`src/rtl/battle_link.sv`:
```
// Full-duplex source-synchronous link carrying stat/score/ko/bomb fields.
// Define BATTLE_LINK_PARITY_EN to append an even-parity bit to each frame.
module battle_link #(
  parameter int SCORE_W = 8,
  parameter int BOMB_W  = 4,
  parameter int DIV     = 16,
  parameter int TIMEOUT = 50000000
) (
  input  logic               clk,
  input  logic               pb_in_rst,
  input  logic               tx_req,
  input  logic [1:0]         tx_stat,
  input  logic [SCORE_W-1:0] tx_score,
  input  logic               tx_ko,
  input  logic [BOMB_W-1:0]  tx_bomb,
  output logic               tx_busy,
  output logic               con_out_clk_sync,
  output logic               con_out_frame,
  output logic               con_out_data,
  input  logic               con_in_clk_sync,
  input  logic               con_in_frame,
  input  logic               con_in_data,
  output logic [1:0]         rx_stat,
  output logic [SCORE_W-1:0] rx_score,
  output logic               rx_ko,
  output logic [BOMB_W-1:0]  rx_bomb,
  output logic               rx_valid,
  output logic               rx_err,
  output logic               peer_alive
);

  localparam int P  = 3 + SCORE_W + BOMB_W;
`ifdef BATTLE_LINK_PARITY_EN
  localparam int L  = P + 1;
`else
  localparam int L  = P;
`endif
  localparam int CW = $clog2(L + 2);
  localparam int KW = $clog2(2 * DIV);
  localparam int TW = $clog2(TIMEOUT + 1);

  typedef enum logic [1:0] {
    IDLE,
    SHIFT,
    GAP
  } tx_state_t;

  tx_state_t      state, state_nx;
  logic [KW-1:0]  tick, tick_nx;
  logic [CW-1:0]  bitc, bitc_nx;
  logic [L-1:0]   tx_sh, sh_nx;
  logic [P-1:0]   payload;
  logic [L-1:0]   tx_word;
  logic           bit_end, last_bit, gap_end;
  logic           frame_nx;

  assign payload = {tx_stat, tx_score, tx_ko, tx_bomb};
`ifdef BATTLE_LINK_PARITY_EN
  assign tx_word = {payload, ^payload};
`else
  assign tx_word = payload;
`endif

  assign bit_end  = (tick == KW'(DIV - 1));
  assign last_bit = (bitc == CW'(L - 1));
  assign gap_end  = (tick == KW'(2 * DIV - 1));

  // TX next-state and next datapath values
  always_comb begin
    state_nx = state;
    tick_nx  = tick + 1'b1;
    bitc_nx  = bitc;
    sh_nx    = tx_sh;
    unique case (state)
      IDLE: begin
        tick_nx = '0;
        if (tx_req) begin
          state_nx = SHIFT;
          sh_nx    = tx_word;
          bitc_nx  = '0;
        end
      end
      SHIFT: begin
        if (bit_end) begin
          tick_nx = '0;
          bitc_nx = bitc + 1'b1;
          sh_nx   = tx_sh << 1;
          if (last_bit) state_nx = GAP;
        end
      end
      GAP: begin
        if (gap_end) begin
          state_nx = IDLE;
          tick_nx  = '0;
        end
      end
      default: begin
        state_nx = IDLE;
        tick_nx  = '0;
      end
    endcase
    frame_nx = (state_nx == SHIFT);
  end

  // TX state, counters and glitch-free registered link outputs
  always_ff @(posedge clk) begin
    if (!pb_in_rst) begin
      state            <= IDLE;
      tick             <= '0;
      bitc             <= '0;
      tx_sh            <= '0;
      tx_busy          <= 1'b0;
      con_out_frame    <= 1'b0;
      con_out_clk_sync <= 1'b0;
      con_out_data     <= 1'b0;
    end else begin
      state            <= state_nx;
      tick             <= tick_nx;
      bitc             <= bitc_nx;
      tx_sh            <= sh_nx;
      tx_busy          <= (state_nx != IDLE);
      con_out_frame    <= frame_nx;
      con_out_clk_sync <= frame_nx && (tick_nx >= KW'(DIV / 2));
      con_out_data     <= frame_nx && sh_nx[L-1];
    end
  end

  logic [2:0] fr_q, ck_q;
  logic [1:0] dt_q;

  // Synchronizers plus one history stage for edge detection; left
  // unreset so they keep tracking the line through a local reset
  always_ff @(posedge clk) begin
    fr_q <= {fr_q[1:0], con_in_frame};
    ck_q <= {ck_q[1:0], con_in_clk_sync};
    dt_q <= {dt_q[0], con_in_data};
  end

  logic fr_rise, fr_fall, ck_rise;
  assign fr_rise = fr_q[1] & ~fr_q[2];
  assign fr_fall = ~fr_q[1] & fr_q[2];
  assign ck_rise = ck_q[1] & ~ck_q[2];

  logic [CW-1:0] rx_cnt;
  logic [L-1:0]  rx_sh;
  logic          armed;
  logic          got_valid;
  logic [TW-1:0] to_cnt;
  logic          rx_ok;
  logic          accept;

`ifdef BATTLE_LINK_PARITY_EN
  assign rx_ok = (rx_cnt == CW'(L)) && !(^rx_sh);
`else
  assign rx_ok = (rx_cnt == CW'(L));
`endif

  assign accept     = fr_fall && armed && rx_ok;
  assign peer_alive = got_valid && (to_cnt != TW'(TIMEOUT));

  // RX deserializer, frame check and liveness timer
  always_ff @(posedge clk) begin
    if (!pb_in_rst) begin
      rx_cnt    <= '0;
      rx_sh     <= '0;
      armed     <= 1'b0;
      got_valid <= 1'b0;
      to_cnt    <= '0;
      rx_valid  <= 1'b0;
      rx_err    <= 1'b0;
      rx_stat   <= '0;
      rx_score  <= '0;
      rx_ko     <= 1'b0;
      rx_bomb   <= '0;
    end else begin
      rx_valid <= 1'b0;
      rx_err   <= 1'b0;
      if (fr_rise) begin
        rx_cnt <= '0;
        rx_sh  <= '0;
        armed  <= 1'b1;
      end else if (ck_rise && fr_q[1] && armed) begin
        rx_sh <= {rx_sh[L-2:0], dt_q[1]};
        if (rx_cnt != CW'(L + 1)) rx_cnt <= rx_cnt + 1'b1;
      end
      if (fr_fall && armed) begin
        armed <= 1'b0;
        if (rx_ok) begin
          rx_valid  <= 1'b1;
          got_valid <= 1'b1;
          rx_stat   <= rx_sh[L-1 -: 2];
          rx_score  <= rx_sh[L-3 -: SCORE_W];
          rx_ko     <= rx_sh[L-3-SCORE_W];
          rx_bomb   <= rx_sh[L-4-SCORE_W -: BOMB_W];
        end else begin
          rx_err <= 1'b1;
        end
      end
      if (accept) to_cnt <= '0;
      else if (to_cnt != TW'(TIMEOUT)) to_cnt <= to_cnt + 1'b1;
    end
  end

endmodule
```
`config.mk`:
```
export PLATFORM = sky130hd
export DESIGN_NAME = battle_link
export DESIGN_NICKNAME = d
export VERILOG_FILES = /design/src/rtl/battle_link.sv
export SDC_FILE = /design/constraint.sdc
export NUM_CORES = 1
export LEC_CHECK = 0
export ABC_CLOCK_PERIOD_IN_PS = 2000
export CAP_MARGIN = 30
export CORE_ASPECT_RATIO = 0.9
export CORE_UTILIZATION = 51
export CTS_CLUSTER_DIAMETER = 30
export DETAILED_ROUTE_END_ITERATION = 12
export PLACE_DENSITY = 0.85
export SLEW_MARGIN = 20
export SYNTH_ARGS = -nofsm -noshare
export SYNTH_HDL_FRONTEND = slang
export SYNTH_SLANG_ARGS = --single-unit
```
`constraint.sdc`:
```
create_clock -name clk -period 2 [get_ports clk]
set_input_delay 0.4 -clock clk [delete_from_list [all_inputs] [get_ports clk]]
set_output_delay 0.4 -clock clk [all_outputs]
set_load 0.01 [all_outputs]
```
* Word level (Yosys, flattened, before mapping) *
Cells that the tools add are included.

cells by class
  divide/modulo/power cells = 0
  shifts and indexed selects = 0
  equality and inequality tests = 11
  muxes and demuxes = 16
  $lt $le $gt $ge = 1
  reductions and logical operators = 17
  multipliers = 0
  bitwise operators = 7
  $add $sub $neg = 4

operators by type and width
  cell                     number
  $mux W15                 2
  $pmux W15 S2             1
  $add A26 B1 Y26 const B  1
  $ne A26 B26 Y1 const B   1
  $mux W5                  4
  $pmux W5 S2              2
  $add A5 B1 Y5 const B    3
  $eq A5 B4 Y1 const B     3
  $mux W2                  4
  $logic_and A1 B1 Y1      7
  $pmux W2 S3              1
  $reduce_and A2 Y1        3
  $reduce_or A2 Y1         3
  $eq A5 B5 Y1 const B     1
  $ge A5 B4 Y1 const B     1
  $ne A5 B5 Y1 const B     1
  $eq A2 B1 Y1 const B     2
  $ne A2 B2 Y1 const B     2
  $not A1 Y1               4
  $reduce_bool A2 Y1       2
  $and A1 B1 Y1            3
  $reduce_and A3 Y1        1
  $eq A2 B2 Y1 const B     1
  $logic_not A2 Y1         1
  $mux W1                  2

word-level totals
  logic and storage cells = 79
  memory bits (read-only) = 0
  bits in writable memories = 0
  register bits after elaboration = 104
  bits of input ports = 21
  bits in latches = 0
  memories = 0

* Longest topological paths before layout *
  depth after elaboration = 6
  gate-level depth with buffers = 9
  mapped depth without buffers = 8

* Least setup slack after synthesis *
No wires, ideal clock.

  kind = reg2out
  from = reg to_cnt[0]
  to = out peer_alive
  cell stages (with the launch flop) = 7
  data required time = 1600 ps
  buffers on the path = 0
  data arrival time = 1481 ps
  setup slack = 119 ps
  path through = dfxtp_1 inv_1 ha_1 nor4b_1 nand4_1 nor3_4 and2b_1

between the ends
  longest elaborated chain between the ends = 2

RTL lines
  what                    line  text
  start, declared         148   logic [TW-1:0] to_cnt;
  start signal, assigned  200   else if (to_cnt != TW'(TIMEOUT)) to_cnt <= to_cnt + 1'b1;
  $ne A26 B26 Y1          159   assign peer_alive = got_valid && (to_cnt != TW'(TIMEOUT));
  $logic_and A1 B1 Y1     159
  end, declared           29    output logic peer_alive

Every way passes these cells.

* Worst setup path after layout *
  from = reg to_cnt[25]
  to = out peer_alive

Same word-level chain as after synthesis.

==> flow_summary.json <==
{
  "insertedDiodeCount": 0,
  "finalCoreUtilization_pct": 65.98,
  "fin_tns_setup_ns": -0.1384,
  "hold_class": "flop to flop",
  "post_dp_area_sq_um": 5091,
  "failed_checks": "negative setup slack",
  "via_count_of_the_first_global_routing_pass": 3479,
  "multiInputGateArea_sq_um": 2191,
  "num_io_pins": 43,
  "final_layout_size_suffix_gt1_share_pct": 15.14,
  "vdd.ir_drop.worst_mv": 0.4009,
  "setup.reg_to_reg.worst_slack_ns": 0.12,
  "post_drt_wl_per_cell_microns": 14.23,
  "cts_hold_buffers": 0,
  "final_ws_setup_ns": -0.1384,
  "end_kind": "output pin",
  "synth-async-reset-ratio_pct": 0,
  "synth-edff-count": 0,
  "crit_fanout": 2,
  "via_count": 3584,
  "cts_root_buffer_type": "sky130_fd_sc_hd__clkbuf_8",
  "dominant_cell_by_count_in_the_synthesized_netlist": "sky130_fd_sc_hd__dfxtp_1",
  "route.detailed.vias_per_inst": 5.480,
  "sequential_cell_area_sq_um": 2083,
  "rr_startpoint": "state[0]",
  "timing.critical_path.from_type": "flop",
  "tightestPinTransition_ns": 0.4072,
  "power.density_cell_area_nw_per_um2": 711.1,
  "gr_usage_total_pct": 22.30,
  "clockBufferDepth": 2,
  "die_h_microns": 89.67,
  "cts_tree": "yes",
  "htree_num_levels": 3,
  "post-route-cell-area_sq_um": 5374,
  "initial_standard_cell_utilization_of_the_core_pct": 53.47,
  "syn_avg_cell_area_sq_um": 9.074,
  "global_route.usage.met2_pct": 39.52,
  "critPathSlowestCell": "sky130_fd_sc_hd__nor4bb_2",
  "die-area_sq_um": 8914,
  "grt_max_degree": 23,
  "cap_viol_max_count": 0,
  "clock_latency_ns": 0.36,
  "hold_slack_ns": 0.3353,
  "clock_sink_count": 104,
  "dp_hpwl_microns": 6551,
  "timing.final.hold_violations": 0,
  "synth_seq_cells": 104,
  "leakage_power_of_the_design_nw": 2.008,
  "grt_first_pass_wirelength_microns": 15610,
  "antenna_left": 0,
  "firstDrtPassIters": 4,
  "synth.net_count": 516,
  "path_cells": "nor4bb_2 -> nand4_1 -> nor3_4 -> and2b_1 -> buf_2",
  "timing.fmax_mhz": 467.6,
  "max_slew_violation_count": 0,
  "timing.final.crit_share_pct": 106.9,
  "worst_slew_margin_rel_pct": 72.77,
  "critical_path_class": "flop to output pin",
  "seq_area_frac_synth_pct": 47.80,
  "worst_hold_startpoint": "dt_q[0]",
  "critical_path.startpoint": "to_cnt[25]",
  "groute.layer.met1.usage_pct": 27.05,
  "placementRows": 31,
  "timing.critical_path.arrival_ns": 1.74,
  "numCtsBuffers": 9,
  "grt.met3_usage_pct": 6.424,
  "nets": 586,
  "grt_setup_unrepaired": "true",
  "ys_warn_count": 0,
  "post-synth-top-area-fraction_pct": 47.80,
  "placement.io_buffers": 42,
  "clock_slew_seen_by_the_registers_of_the_worst_setup_and_hold_paths_ns": 0.09,
  "drt-total-wl_microns": 9308,
  "fin_skew_ns": 0.009118,
  "worst_ep_required_time_ns": 1.60,
  "area.growth.synth_to_final_pct": 23.38,
  "crit_path_max_incr_delay_ns": 0.37,
  "path_delay_family": "simple AND/OR/NAND/NOR gates",
  "antenna_found_initial": 0,
  "postSynthCellCount": 480,
  "top_usage_layer": "met2",
  "run_status": "complete, but fails checks",
  "core_region_area_sq_um": 8145,
  "drc": 0,
  "synth.largest_area_cell": "sky130_fd_sc_hd__dfxtp_1",
  "timing.final.setup_violations": 1,
  "count_of_fill_cells_added_during_filler_insertion": 654,
  "overflow": 0,
  "drt_first_iter_violations": 187,
  "yosys_most_used_dff": "sky130_fd_sc_hd__dfxtp_1",
  "period_needed_ns": 2.138,
  "synth_commonest_cells": "sky130_fd_sc_hd__dfxtp_1, sky130_fd_sc_hd__nand2_1, sky130_fd_sc_hd__nor2_1, sky130_fd_sc_hd__a21oi_1, sky130_fd_sc_hd__a21boi_0",
  "syn-cell-area_sq_um": 4355,
  "place_congestion": 0.8215,
  "yosysUniqueCellTypes": 52,
  "synth_area_leaders": "sky130_fd_sc_hd__dfxtp_1, sky130_fd_sc_hd__nand2_1, sky130_fd_sc_hd__ha_1, sky130_fd_sc_hd__nor2_1, sky130_fd_sc_hd__a21boi_0",
  "die_x_microns": 99.41,
  "critPathBufInv": 1
}
cells by family (layout without fill, tap and decap cells):
| group | after synthesis | count (layout) | synth area share (%) |
|---|---|---|---|
| AND/OR/NAND/NOR | 222 | 222 | 27.06 |
| XOR/XNOR | 27 | 27 | 5.430 |
| buffers and inverters | 37 | 112 | 3.562 |
| AO/OA/AOI/OAI | 72 | 72 | 11.15 |
| flip-flops | 104 | 104 | 47.80 |
| multiplexers | 3 | 3 | 0.6895 |
| adder cells (fa/ha/maj) | 15 | 15 | 4.309 |
cell usage in the layout, fill, tap and decap left out, drive strengths merged, types with 2 or more instances in the layout:
cell type and count:
a21boi 19, a21oi 23, a221oi 14, and2 6
and3 6, and4 3, and4b 3, buf 40
clkbuf 12, clkdlybuf4s50 41, clkinvlp 2, dfxtp 104
ha 15, inv 15, mux2i 3, nand2 78
nand2b 7, nand3 15, nand4 9, nor2 50
nor2b 6, nor3 9, nor3b 14, nor4 3
nor4b 2, nor4bb 2, o21ai 8, or3 4
xnor2 14, xor2 13
worst paths after layout:
check        depth (start not counted)            to
max                                  5    peer_alive
min                                  0       dt_q[1]
max reg2reg                          8  con_out_data
min reg2reg                          0       dt_q[1]
power by group:
part | total [mW] | internal, mW | switching [mW]
sequential | 2.16 | 2.13 | 0.0327
combinational | 0.359 | 0.181 | 0.178
clock | 1.30 | 0.617 | 0.686
total | 3.82 | 2.93 | 0.896
sequential cells by signal (all words and copies together) (netlist names), 3 cells and up:
signal	count
bitc	5
ck_q	3
fr_q	3
rx_bomb	4
rx_cnt	5
rx_score	8
rx_sh	15
tick	5
to_cnt	26
tx_sh	15
per-layer routing:
metal / wire, microns / part of all wire (%)
met5: 0 / 0
met3: 410 / 4.4
met4: 105 / 1.1
met1: 4207 / 45
met2: 4585 / 49
repair_timing:
| item | 4_1_cts | 5_1_grt |
|---|---|---|
| gates cloned | 0 | 0 |
| resized for setup | 13 | 10 |
| pin swaps | 4 | 1 |
| buffers inserted | 1 | 1 |
| endpoints found under the setup margin | 17 | 35 |
per-stage QoR:
step / worst slack (ns) / power (mW) / std cells
detailed placement: -0.2939 / 2.542 / 636
finish: -0.1384 / 3.822 / 654
global placement: -0.2415 / 2.525 / 636
CTS: -0.1408 / 3.838 / 653
floorplan: 0.1192 / 2.397 / 480
global route: -0.2866 / 3.977 / 654
cell type report:
| cell class | count | share of cell area (%) |
|---|---|---|
| well taps | 99 | 2.305 |
| inverters | 15 | 1.048 |
| clock buffers | 12 | 2.701 |
| clock inverters | 4 | 1.001 |
| repair buffers | 81 | 13.41 |
| multi-input cells | 339 | 40.77 |
| flip-flops and latches | 104 | 38.77 |
(Power assumes the default switching activity.)
